### src/rtl/muldiv_unit.sv
// Iterative RV32M multiply/divide unit: one shared 32-step shift-add / restoring-divide
// datapath, a one-cycle sign-fix stage, and a registered single-cycle write-back pulse.
module muldiv_unit #(
    parameter int XLEN = 32
) (
    input  logic            clk,
    input  logic            rst_n,
    input  logic            start,
    input  logic            flush,
    input  logic [2:0]      funct3,
    input  logic [XLEN-1:0] rs1_val,
    input  logic [XLEN-1:0] rs2_val,
    input  logic [4:0]      rd_in,
    output logic            busy,
    output logic            done,
    output logic [XLEN-1:0] result,
    output logic [4:0]      rd_out
);

    localparam logic [XLEN-1:0] ZERO    = {XLEN{1'b0}};
    localparam logic [XLEN-1:0] ONES    = {XLEN{1'b1}};
    localparam logic [XLEN-1:0] MIN_NEG = {1'b1, {(XLEN-1){1'b0}}};

    typedef enum logic [1:0] {
        S_IDLE = 2'd0,
        S_RUN  = 2'd1,
        S_FIX  = 2'd2
    } state_t;

    state_t            state_r;
    state_t            state_next_s;

    logic [4:0]        cnt_r;
    logic [2:0]        op_r;
    logic [4:0]        rd_r;
    logic              neg_r;
    logic              sign_a_r;
    logic              special_r;
    logic [XLEN-1:0]   spec_val_r;
    logic [XLEN-1:0]   hi_r;
    logic [XLEN-1:0]   lo_r;
    logic [XLEN-1:0]   b_r;
    logic              done_r;
    logic [XLEN-1:0]   result_r;
    logic [4:0]        rd_out_r;

    logic              accept_s;
    logic              finish_s;
    logic              is_div_s;
    logic              is_rem_s;
    logic              a_signed_s;
    logic              b_signed_s;
    logic              a_neg_s;
    logic              b_neg_s;
    logic [XLEN-1:0]   a_mag_s;
    logic [XLEN-1:0]   b_mag_s;
    logic              div_zero_s;
    logic              ovf_s;
    logic              special_s;
    logic [XLEN-1:0]   spec_val_s;

    logic [XLEN:0]     mul_sum_s;
    logic [XLEN:0]     div_shift_s;
    logic              div_ge_s;
    logic [XLEN-1:0]   div_sub_s;
    logic [XLEN-1:0]   hi_next_s;
    logic [XLEN-1:0]   lo_next_s;

    logic [2*XLEN-1:0] prod_s;
    logic [2*XLEN-1:0] prod_fix_s;
    logic [XLEN-1:0]   quot_fix_s;
    logic [XLEN-1:0]   rem_fix_s;
    logic [XLEN-1:0]   fix_val_s;

    assign accept_s = (state_r == S_IDLE) && start && !flush;
    assign finish_s = (state_r == S_FIX) && !flush;

    // Operand decode at accept: signedness, magnitudes and the two divide special cases.
    always_comb begin
        is_div_s = funct3[2];
        is_rem_s = funct3[2] & funct3[1];
        if (funct3[2]) begin
            a_signed_s = ~funct3[0];
            b_signed_s = ~funct3[0];
        end else begin
            // MULHSU: rs1 signed, rs2 unsigned; MULHU: both unsigned
            a_signed_s = ~(funct3[1] & funct3[0]);
            b_signed_s = ~funct3[1];
        end
        a_neg_s    = a_signed_s & rs1_val[XLEN-1];
        b_neg_s    = b_signed_s & rs2_val[XLEN-1];
        a_mag_s    = a_neg_s ? (ZERO - rs1_val) : rs1_val;
        b_mag_s    = b_neg_s ? (ZERO - rs2_val) : rs2_val;
        div_zero_s = is_div_s && (rs2_val == ZERO);
        ovf_s      = is_div_s && !funct3[0] && (rs1_val == MIN_NEG) && (rs2_val == ONES);
        special_s  = div_zero_s | ovf_s;
        if (div_zero_s) begin
            spec_val_s = is_rem_s ? rs1_val : ONES;
        end else if (ovf_s) begin
            spec_val_s = is_rem_s ? ZERO : MIN_NEG;
        end else begin
            spec_val_s = ZERO;
        end
    end

    // One iteration of the shared datapath: shift-add for multiply, restoring step for divide.
    always_comb begin
        mul_sum_s   = {1'b0, hi_r} + (lo_r[0] ? {1'b0, b_r} : {1'b0, ZERO});
        div_shift_s = {hi_r, lo_r[XLEN-1]};
        div_ge_s    = (div_shift_s >= {1'b0, b_r});
        // the true difference is below the divisor, so the low XLEN bits are exact
        div_sub_s   = div_shift_s[XLEN-1:0] - b_r;
        if (op_r[2]) begin
            if (div_ge_s) begin
                hi_next_s = div_sub_s;
                lo_next_s = {lo_r[XLEN-2:0], 1'b1};
            end else begin
                hi_next_s = div_shift_s[XLEN-1:0];
                lo_next_s = {lo_r[XLEN-2:0], 1'b0};
            end
        end else begin
            {hi_next_s, lo_next_s} = {mul_sum_s, lo_r[XLEN-1:1]};
        end
    end

    // Sign correction and result select used on the FIX cycle.
    always_comb begin
        prod_s     = {hi_r, lo_r};
        prod_fix_s = neg_r ? ({(2*XLEN){1'b0}} - prod_s) : prod_s;
        quot_fix_s = neg_r ? (ZERO - lo_r) : lo_r;
        rem_fix_s  = sign_a_r ? (ZERO - hi_r) : hi_r;
        if (special_r) begin
            fix_val_s = spec_val_r;
        end else begin
            case (op_r)
                3'b000:                fix_val_s = prod_fix_s[XLEN-1:0];
                3'b001, 3'b010, 3'b011: fix_val_s = prod_fix_s[2*XLEN-1:XLEN];
                3'b100, 3'b101:        fix_val_s = quot_fix_s;
                3'b110, 3'b111:        fix_val_s = rem_fix_s;
                default:               fix_val_s = ZERO;
            endcase
        end
    end

    // State register.
    always_ff @(posedge clk or negedge rst_n) begin
        if (!rst_n) begin
            state_r <= S_IDLE;
        end else begin
            state_r <= state_next_s;
        end
    end

    // Next-state logic; flush always returns to IDLE and beats a same-cycle start.
    always_comb begin
        state_next_s = state_r;
        case (state_r)
            S_IDLE: begin
                if (accept_s) begin
                    state_next_s = special_s ? S_FIX : S_RUN;
                end else begin
                    state_next_s = S_IDLE;
                end
            end
            S_RUN: begin
                if (flush) begin
                    state_next_s = S_IDLE;
                end else if (cnt_r == 5'd31) begin
                    state_next_s = S_FIX;
                end else begin
                    state_next_s = S_RUN;
                end
            end
            S_FIX:   state_next_s = S_IDLE;
            default: state_next_s = S_IDLE;
        endcase
    end

    // Operand latch at accept and per-cycle iteration of the shared registers.
    always_ff @(posedge clk or negedge rst_n) begin
        if (!rst_n) begin
            cnt_r      <= 5'd0;
            op_r       <= 3'd0;
            rd_r       <= 5'd0;
            neg_r      <= 1'b0;
            sign_a_r   <= 1'b0;
            special_r  <= 1'b0;
            spec_val_r <= ZERO;
            hi_r       <= ZERO;
            lo_r       <= ZERO;
            b_r        <= ZERO;
        end else if (accept_s) begin
            cnt_r      <= 5'd0;
            op_r       <= funct3;
            rd_r       <= rd_in;
            neg_r      <= a_neg_s ^ b_neg_s;
            sign_a_r   <= a_neg_s;
            special_r  <= special_s;
            spec_val_r <= spec_val_s;
            hi_r       <= ZERO;
            if (is_div_s) begin
                lo_r <= a_mag_s;
                b_r  <= b_mag_s;
            end else begin
                lo_r <= b_mag_s;
                b_r  <= a_mag_s;
            end
        end else if ((state_r == S_RUN) && !flush) begin
            cnt_r <= cnt_r + 5'd1;
            hi_r  <= hi_next_s;
            lo_r  <= lo_next_s;
        end else begin
            cnt_r <= cnt_r;
            hi_r  <= hi_r;
            lo_r  <= lo_r;
        end
    end

    // Write-back registers: one-cycle done pulse, result and rd held until the next completion.
    always_ff @(posedge clk or negedge rst_n) begin
        if (!rst_n) begin
            done_r   <= 1'b0;
            result_r <= ZERO;
            rd_out_r <= 5'd0;
        end else if (finish_s) begin
            done_r   <= 1'b1;
            result_r <= fix_val_s;
            rd_out_r <= rd_r;
        end else begin
            done_r   <= 1'b0;
            result_r <= result_r;
            rd_out_r <= rd_out_r;
        end
    end

    assign busy   = (state_r != S_IDLE);
    assign done   = done_r;
    assign result = result_r;
    assign rd_out = rd_out_r;

endmodule

### config.mk
export PLATFORM = sky130hd
export DESIGN_NAME = muldiv_unit
export DESIGN_NICKNAME = d
export VERILOG_FILES = /design/src/rtl/muldiv_unit.sv
export SDC_FILE = /design/constraint.sdc
export NUM_CORES = 1
export LEC_CHECK = 0
export ABC_AREA = 1
export BUFFER_PORTS_ARGS = -buffer_cell sky130_fd_sc_hd__buf_2
export CAP_MARGIN = 40
export CORE_ASPECT_RATIO = 0.75
export CORE_MARGIN = 2
export CORE_UTILIZATION = 40
export CTS_BUF_LIST = sky130_fd_sc_hd__clkbuf_8
export DETAILED_ROUTE_END_ITERATION = 12
export PLACE_DENSITY = 0.62
export REMOVE_ABC_BUFFERS = 1
export SLEW_MARGIN = 20
export SYNTH_ARGS = -nofsm -noshare
export SYNTH_HDL_FRONTEND = slang
export SYNTH_SLANG_ARGS = --single-unit
### constraint.sdc
create_clock -name clk -period 3.4 [get_ports clk]
set_input_delay 0.34 -clock clk [delete_from_list [all_inputs] [get_ports clk]]
set_output_delay 0.34 -clock clk [all_outputs]
set_load 0.02 [all_outputs]
==> results.ini, run 1 <==
[placed_design]
placed_area_mm2 = 0.02057
portBuffers = 114
gp_congestion = 1.062
dpl.hpwl_mm = 72.50
dpl.cell_count = 3973

[grt]
grt_pass1_wl_mm = 130.8
grt.overflow.total = 0
grtUsageTotal_pct = 35.69
grt_max_degree = 94
grt_pass1_vias = 20094
antenna_found_initial = 6

[cts]
cts.clk_slew.worst_paths_ns = 0.11
clkSinkCount = 184
cts_resized = 0
post_cts_buffers = 0
holdBufCountCts = 6
cts_buffer_depth = 2
insertion_delay_ns = 0.55
clockRootBuffer = clkbuf_8
cts_tree = built
cts_buffers = 17
htreeDepth = 4

[cells_and_area]
final_cells = 4014
drive_gt1_share_pct = 8.660
final_core_util_pct = 44.75
nNetsFinal = 3508
stdcell_area_mm2 = 0.02105
syn2layout_area_growth_pct = 11.02

[sta]
worstMarginPinSlew_ns = 0.8304
relSlewSlack_pct = 44.06
fin_skew_ns = 0.02543
period_share_pct = 93.09
slew_violations = 0
period_needed_ns = 3.165
hold_viol_final = 0
setup_viol = 0
fmax_mhz = 316.0
rsz0062_at_grt = false

[pwr]
leakage_nw = 11.02
peakVddDrop_uv = 482.0
sw_frac_of_total_pct = 60.89
switchingPower_mw = 10.62
p_total_mw = 17.44
power_density_mw_per_mm2 = 828.5
p_seq_share_pct = 21.7
clkPwrFrac_pct = 9.5
power.internal_mw = 6.823
power_frac_comb_pct = 68.8

[synthesis]
yosysWarnings = 0
ys_seq_area_share_pct = 24.28
syn_avg_cell_area_um2 = 5.848
synth_area_leader_cell = dfrtp_1
synthCells = 3243
ys_types = 55
synth_area_leaders = dfrtp_1 (24%), nand2_1 (22%), nor2_1 (8.1%)
synth_area_mm2 = 0.01896
synth_top_area_share_pct = 24.28
synth_seq_cells = 184

[die]
fp.dieArea_mm2 = 0.04919
die_h_um = 192.6
io_pins = 115
core_mm2 = 0.04705
initial_utilization_pct = 40.31
rows = 69
die_w_um = 255.4

[drt]
viasPerCell = 5.621
drt_first_pass_iters = 6
drt_iter0_drc = 3244
num_vias = 22564
ant_nets = 0
drcViolationCount = 0
detail_route.wl_per_cell_um = 22.17
drt_wl_total_mm = 89.01

[critical_path]
cp_slowest_cell = dfrtp_1
required_ns = 3.79
critPathCaptureType = register
arrival_ns = 3.56
crit_chain = ha_1, nand2_1, nor2_1, nand3_1, nor2_1, nand2_1, nand2_1, nor2_2, nand2_4, buf_4, nand2_1, o21ai_0, nand2_1, nand2_1, o21ai_0
path_common_cell = nand2_1
critPathLaunchType = register
critPathKind = register to register
cp_slowest_stage_delay_ns = 0.57
critical_path.max_fanout = 30

[run_status]
outcome = completed

[hold_path]
min_path_type = input port to register

[run]
drv_cap = 0

state kept, by name, summed over array words and instances, names as in the netlist:
signal / count
b_r: 32
cnt_r: 5
done: 1
hi_r: 32
lo_r: 32
neg_r: 1
op_r: 3
rd_out: 5
rd_r: 5
result: 32
sign_a_r: 1
spec_val_r: 32
special_r: 1
state_r: 2
worst max-delay path: cells and delay by family, from the launching register on:
| family | cells | cell delay (ns) |
|---|---|---|
| flops | 1 | 0.57 |
| fa+ha+maj | 1 | 0.51 |
| simple gates | 11 | 1.49 |
| buf+inv | 1 | 0.29 |
| compound gates | 2 | 0.15 |
cell type report:
class	count	area [um^2]
well taps	639	799.5
multi-input cells	2543	12370
repair buffers	206	1333
inverters	407	1529
flip-flops and latches	184	4606
clock buffers	20	275.3
fillers	5193	26000
clock inverters	12	138.9
diodes	3	7.507
power by group through the flow:
stage | Sequential, mW | Clock, mW | Combinational, mW
floorplan | 3.26 | 0 | 6.92
CTS | 3.65 | 1.68 | 11.5
detailed placement | 3.69 | 0 | 11.5
global placement | 3.70 | 0 | 11.6
global route | 3.74 | 1.76 | 13.0
finish | 3.79 | 1.66 | 12.0
layout by cell type (no fill, tap or decap), drive strengths merged:
cell / count
nand2: 1093
nor2: 429
inv: 407
o21ai: 263
nand3: 254
buf: 199
dfrtp: 184
a21oi: 135
ha: 71
xor2: 60
nand4: 38
o211ai: 32
a221oi: 28
nor3: 25
clkbuf: 21
xnor2: 17
o221ai: 14
a22oi: 12
nand3b: 10
nor4: 9
o22ai: 9
clkinv: 9
o21bai: 8
a31oi: 8
dlygate4sd3: 6
a21boi: 5
or2: 4
diode: 3
a21o: 3
o21a: 3
and2: 3
o31ai: 3
and3: 2
a22o: 2
fa: 2
bufinv: 2
o41ai: 1
clkinvlp: 1
path summary, 6_finish.rpt:
kind,startpoint,endpoint,slack (ns),cells past startpoint
setup / recovery,hi_r[3],hi_r[0],0.24,15
hold / removal,funct3[1],op_r[1],0.11,3
setup reg to reg,hi_r[3],hi_r[0],0.24,15
hold reg to reg,rd_r[0],rd_out[0],0.48,2
max in group asynchronous,rst_n,neg_r,2.25,3
min in group asynchronous,rst_n,hi_r[18],0.25,2
cells by family after synthesis:
group / after synthesis / synth area share (%)
simple gates: 1867 / 40.39
flops: 184 / 24.28
fa+ha+maj: 73 / 4.895
buf+inv: 516 / 10.73
xor+xnor: 77 / 3.556
compound gates: 526 / 16.14
stage by stage:
| stage | setup slack, ns | hold WS [ns] | setup TNS (ns) |
|---|---|---|---|
| floorplan | -2.055 | 0.04441 | -104.35 |
| CTS | 0.3749 | 0.08629 | 0 |
| finish | 0.2351 | 0.1098 | 0 |
| global route | 0.1456 | 0.1117 | 0 |
| global placement | 0.3857 | 0.2582 | 0 |
| detailed placement | 0.3998 | 0.2639 | 0 |
routing by layer:
layer / routed length (um) / up-vias / global-route usage (%)
li1: - / 10669 / -
met5: 80 / - / 0
met2: 34260 / 1255 / 47.99
met1: 40260 / 10494 / 52.90
met3: 12350 / 140 / 12.87
met4: 2056 / 6 / 8.733
synthesized netlist by cell type, drive strengths merged:
master and count:
a21boi 5, a21o 3, a21oi 135, a221oi 28
a22o 2, a22oi 12, a31oi 8, and2 3
and3 2, buf 46, clkbuf 63, clkinv 6
dfrtp 184, fa 2, ha 71, inv 401
nand2 1093, nand3 254, nand3b 10, nand4 38
nor2 429, nor3 25, nor4 9, o211ai 32
o21a 3, o21ai 263, o21bai 8, o221ai 14
o22ai 9, o31ai 3, o41ai 1, or2 4
xnor2 17, xor2 60
Note: power is estimated with default switching activity, not from simulation.
==> run 2, diff against run 1 <==
--- a/config.mk
+++ b/config.mk
@@ -5,15 +5,14 @@
 export SDC_FILE = /design/constraint.sdc
 export NUM_CORES = 1
 export LEC_CHECK = 0
-export ABC_AREA = 1
+export ABC_AREA = 0
 export BUFFER_PORTS_ARGS = -buffer_cell sky130_fd_sc_hd__buf_2
 export CAP_MARGIN = 40
-export CORE_ASPECT_RATIO = 0.75
 export CORE_MARGIN = 2
 export CORE_UTILIZATION = 40
 export CTS_BUF_LIST = sky130_fd_sc_hd__clkbuf_8
 export DETAILED_ROUTE_END_ITERATION = 12
-export PLACE_DENSITY = 0.62
+export PLACE_DENSITY = 0.63
 export REMOVE_ABC_BUFFERS = 1
 export SLEW_MARGIN = 20
 export SYNTH_ARGS = -nofsm -noshare
==> run 2 against run 1 <==
Effect of this change:
- final cell count decreased by 30%
- clock-buffer cell count decreased by 1
- critical path type unchanged
- clock skew decreased by 0.0011 ns
- critical path depth decreased by 5
- routed wire length decreased by 31%
- sequential share of layout area increased by 3.0 points
- largest power group unchanged
- die area decreased by 15%
- critical endpoint is now hi_r[30]
- via count decreased by 25%
==> results.ini, run 2 <==
[drt]
num_vias = 16965
drt_first_pass_iters = 6
wl_met1_mm = 27.41
wl_met3_mm = 4.159
top_layer = met4
drcViolationCount = 0
drt_iter0_drc = 1791
wl_met2_mm = 27.76
viasPerCell = 6.063
drt_wl_total_mm = 61.25
ant_nets = 0
detail_route.wl_per_cell_um = 21.89

[cells_and_area]
nNetsFinal = 2409
mostFrequentLayoutCells = nand2_1 (288), nor2_1 (204), a21oi_1 (190)
final_common_cell = nand2_1
drive_gt1_share_pct = 15.31
seq_area_mm2 = 0.004607
multi_input_area_mm2 = 0.01070
num-fill-cells = 3990
antennaDiodeCount = 0
syn2layout_area_growth_pct = 15.58

[placed_design]
dp_slack_ns = -0.07057
gp_congestion = 0.9899
dpl.hpwl_mm = 46.90
portBuffers = 114

[critical_path]
critical_path.max_fanout = 7
cp_slowest_cell = or4b_1
arrival_ns = 3.68
rrSetupSlack_ns = 0.08
critPathKind = register to register
critPathCaptureType = register
required_ns = 3.76
crit_chain = ha_1, o21a_1, o31a_1, o2111ai_1, nand3_1, a211o_1, a21oi_4, buf_4, nor3_1, or4b_1
critPathLaunchType = register
cp_slowest_stage_delay_ns = 0.52

[synthesis]
yosysWarnings = 0
ys_types = 78
yosysMostFrequentCell = nand2_1
synth_area_mm2 = 0.01601
synth_area_leader_cell = dfrtp_1
synth_top_area_share_pct = 28.75
ys_seq_area_share_pct = 28.75
synth-edff-count = 0
syn_avg_cell_area_um2 = 7.604
synth_seq_cells = 184
synthFlopType = dfrtp_1
synthTopCellsByCount = nand2_1 (288), nor2_1 (206), a21oi_1 (194)
synthCells = 2106
synth_area_leaders = dfrtp_1 (29%), nand2_1 (6.8%), a21oi_1 (6.1%)
synthArstFlopShare_pct = 100.0

[run_status]
outcome = completed

[die]
die_w_um = 204.1
die_h_um = 204.1
core_mm2 = 0.03964
rows = 73
io_pins = 115
fp.dieArea_mm2 = 0.04165
initial_utilization_pct = 40.40

[sta]
worstMarginPinSlew_ns = 0.8502
setup_viol = 0
setup_ws_ns = 0.08235
setup_tns_ns = 0
fmax_mhz = 301.4
slew_violations = 0
fin_skew_ns = 0.02438
hold_viol_final = 0
relSlewSlack_pct = 43.32
period_share_pct = 97.58
period_needed_ns = 3.318
whs_ns = 0.02662

[grt]
grt_pass1_vias = 15617
grt_pass1_wl_mm = 93.14
grt.overflow.total = 0
grtUsageTotal_pct = 28.92
grt_max_degree = 98
antenna_found_initial = 1

[hold_path]
min_path_type = input port to register

[cts]
htreeDepth = 4
clockRootBuffer = clkbuf_8
cts.clk_slew.worst_paths_ns = 0.12
cts_tree = built
cts_buffer_depth = 2
clkSinkCount = 184
insertion_delay_ns = 0.50
cts_buffers = 17

[run]
drv_cap = 0

[pwr]
leakage_nw = 8.224
power_density_mw_per_mm2 = 702.8
peakVddDrop_uv = 281.0
p_total_mw = 13.01

-- run 2: layout make-up --
class,count,area share (%)
well taps,525,3.549
flip-flops and latches,184,24.89
clock buffers,19,1.413
inverters,69,1.399
repair buffers,277,10.31
clock inverters,13,0.6287
multi-input cells,1711,57.81
-- run 2: what timing repair did --
item	CTS	global route
endpoints found under the setup margin	3	22
setup buffers	0	7
pin swaps	0	7
gates resized for setup	4	16
hold endpoints to repair	62	0
cloned	0	1
hold buffers	3	0
-- run 2: path summary, 6_finish.rpt --
path                                from  cells past startpoint             end
setup / recovery                 hi_r[1]                     10        hi_r[30]
hold / removal                  rd_in[1]                      3         rd_r[1]
setup reg to reg                 hi_r[1]                     10        hi_r[30]
hold reg to reg            spec_val_r[1]                      2   spec_val_r[1]
max in group asynchronous          rst_n                      3  spec_val_r[24]
min in group asynchronous          rst_n                      2         hi_r[3]
-- run 2: per-layer routing --
layer  up-vias  track usage [%]
li1       7908                -
met1      8216            40.29
met2       732            45.73
met3       109            4.145
met4         0            10.09
met5         -                0
-- run 2: kinds of logic (layout without fill, tap and decap cells) --
family          after synthesis  count (layout)  share of synthesized area (%)
mux                          48              48                          3.008
xor+xnor                    182             182                          10.00
fa+ha+maj                    73              73                          5.797
simple gates                725             725                          20.66
buf+inv                     212             378                          5.047
flops                       184             184                          28.75
compound gates              682             683                          26.74
-- run 2: worst max-delay path: cells and delay by family, from the launching register on --
| kind | cells | cell delay, ns |
|---|---|---|
| AND/OR/NAND/NOR | 3 | 0.78 |
| flip-flops | 1 | 0.51 |
| buffers and inverters | 1 | 0.16 |
| AO/OA/AOI/OAI | 5 | 1.29 |
| adder cells (fa/ha/maj) | 1 | 0.43 |
-- run 2: stage by stage --
step / util [%] / instance area [um^2] / cells
floorplan: - / 15460 / 1963
global placement: 45.17 / 17900 / 2751
detailed placement: 45.21 / 17920 / 2752
CTS: 46.26 / 18340 / 2787
global route: 46.69 / 18510 / 2798
finish: 46.69 / 18510 / 2798
-- run 2: power by group --
| part | leakage (nW) | internal [mW] | switching (mW) |
|---|---|---|---|
| clock network | 0.195 | 0.569 | 0.958 |
| logic | 5.62 | 3.45 | 5.04 |
| registers | 2.41 | 2.56 | 0.437 |
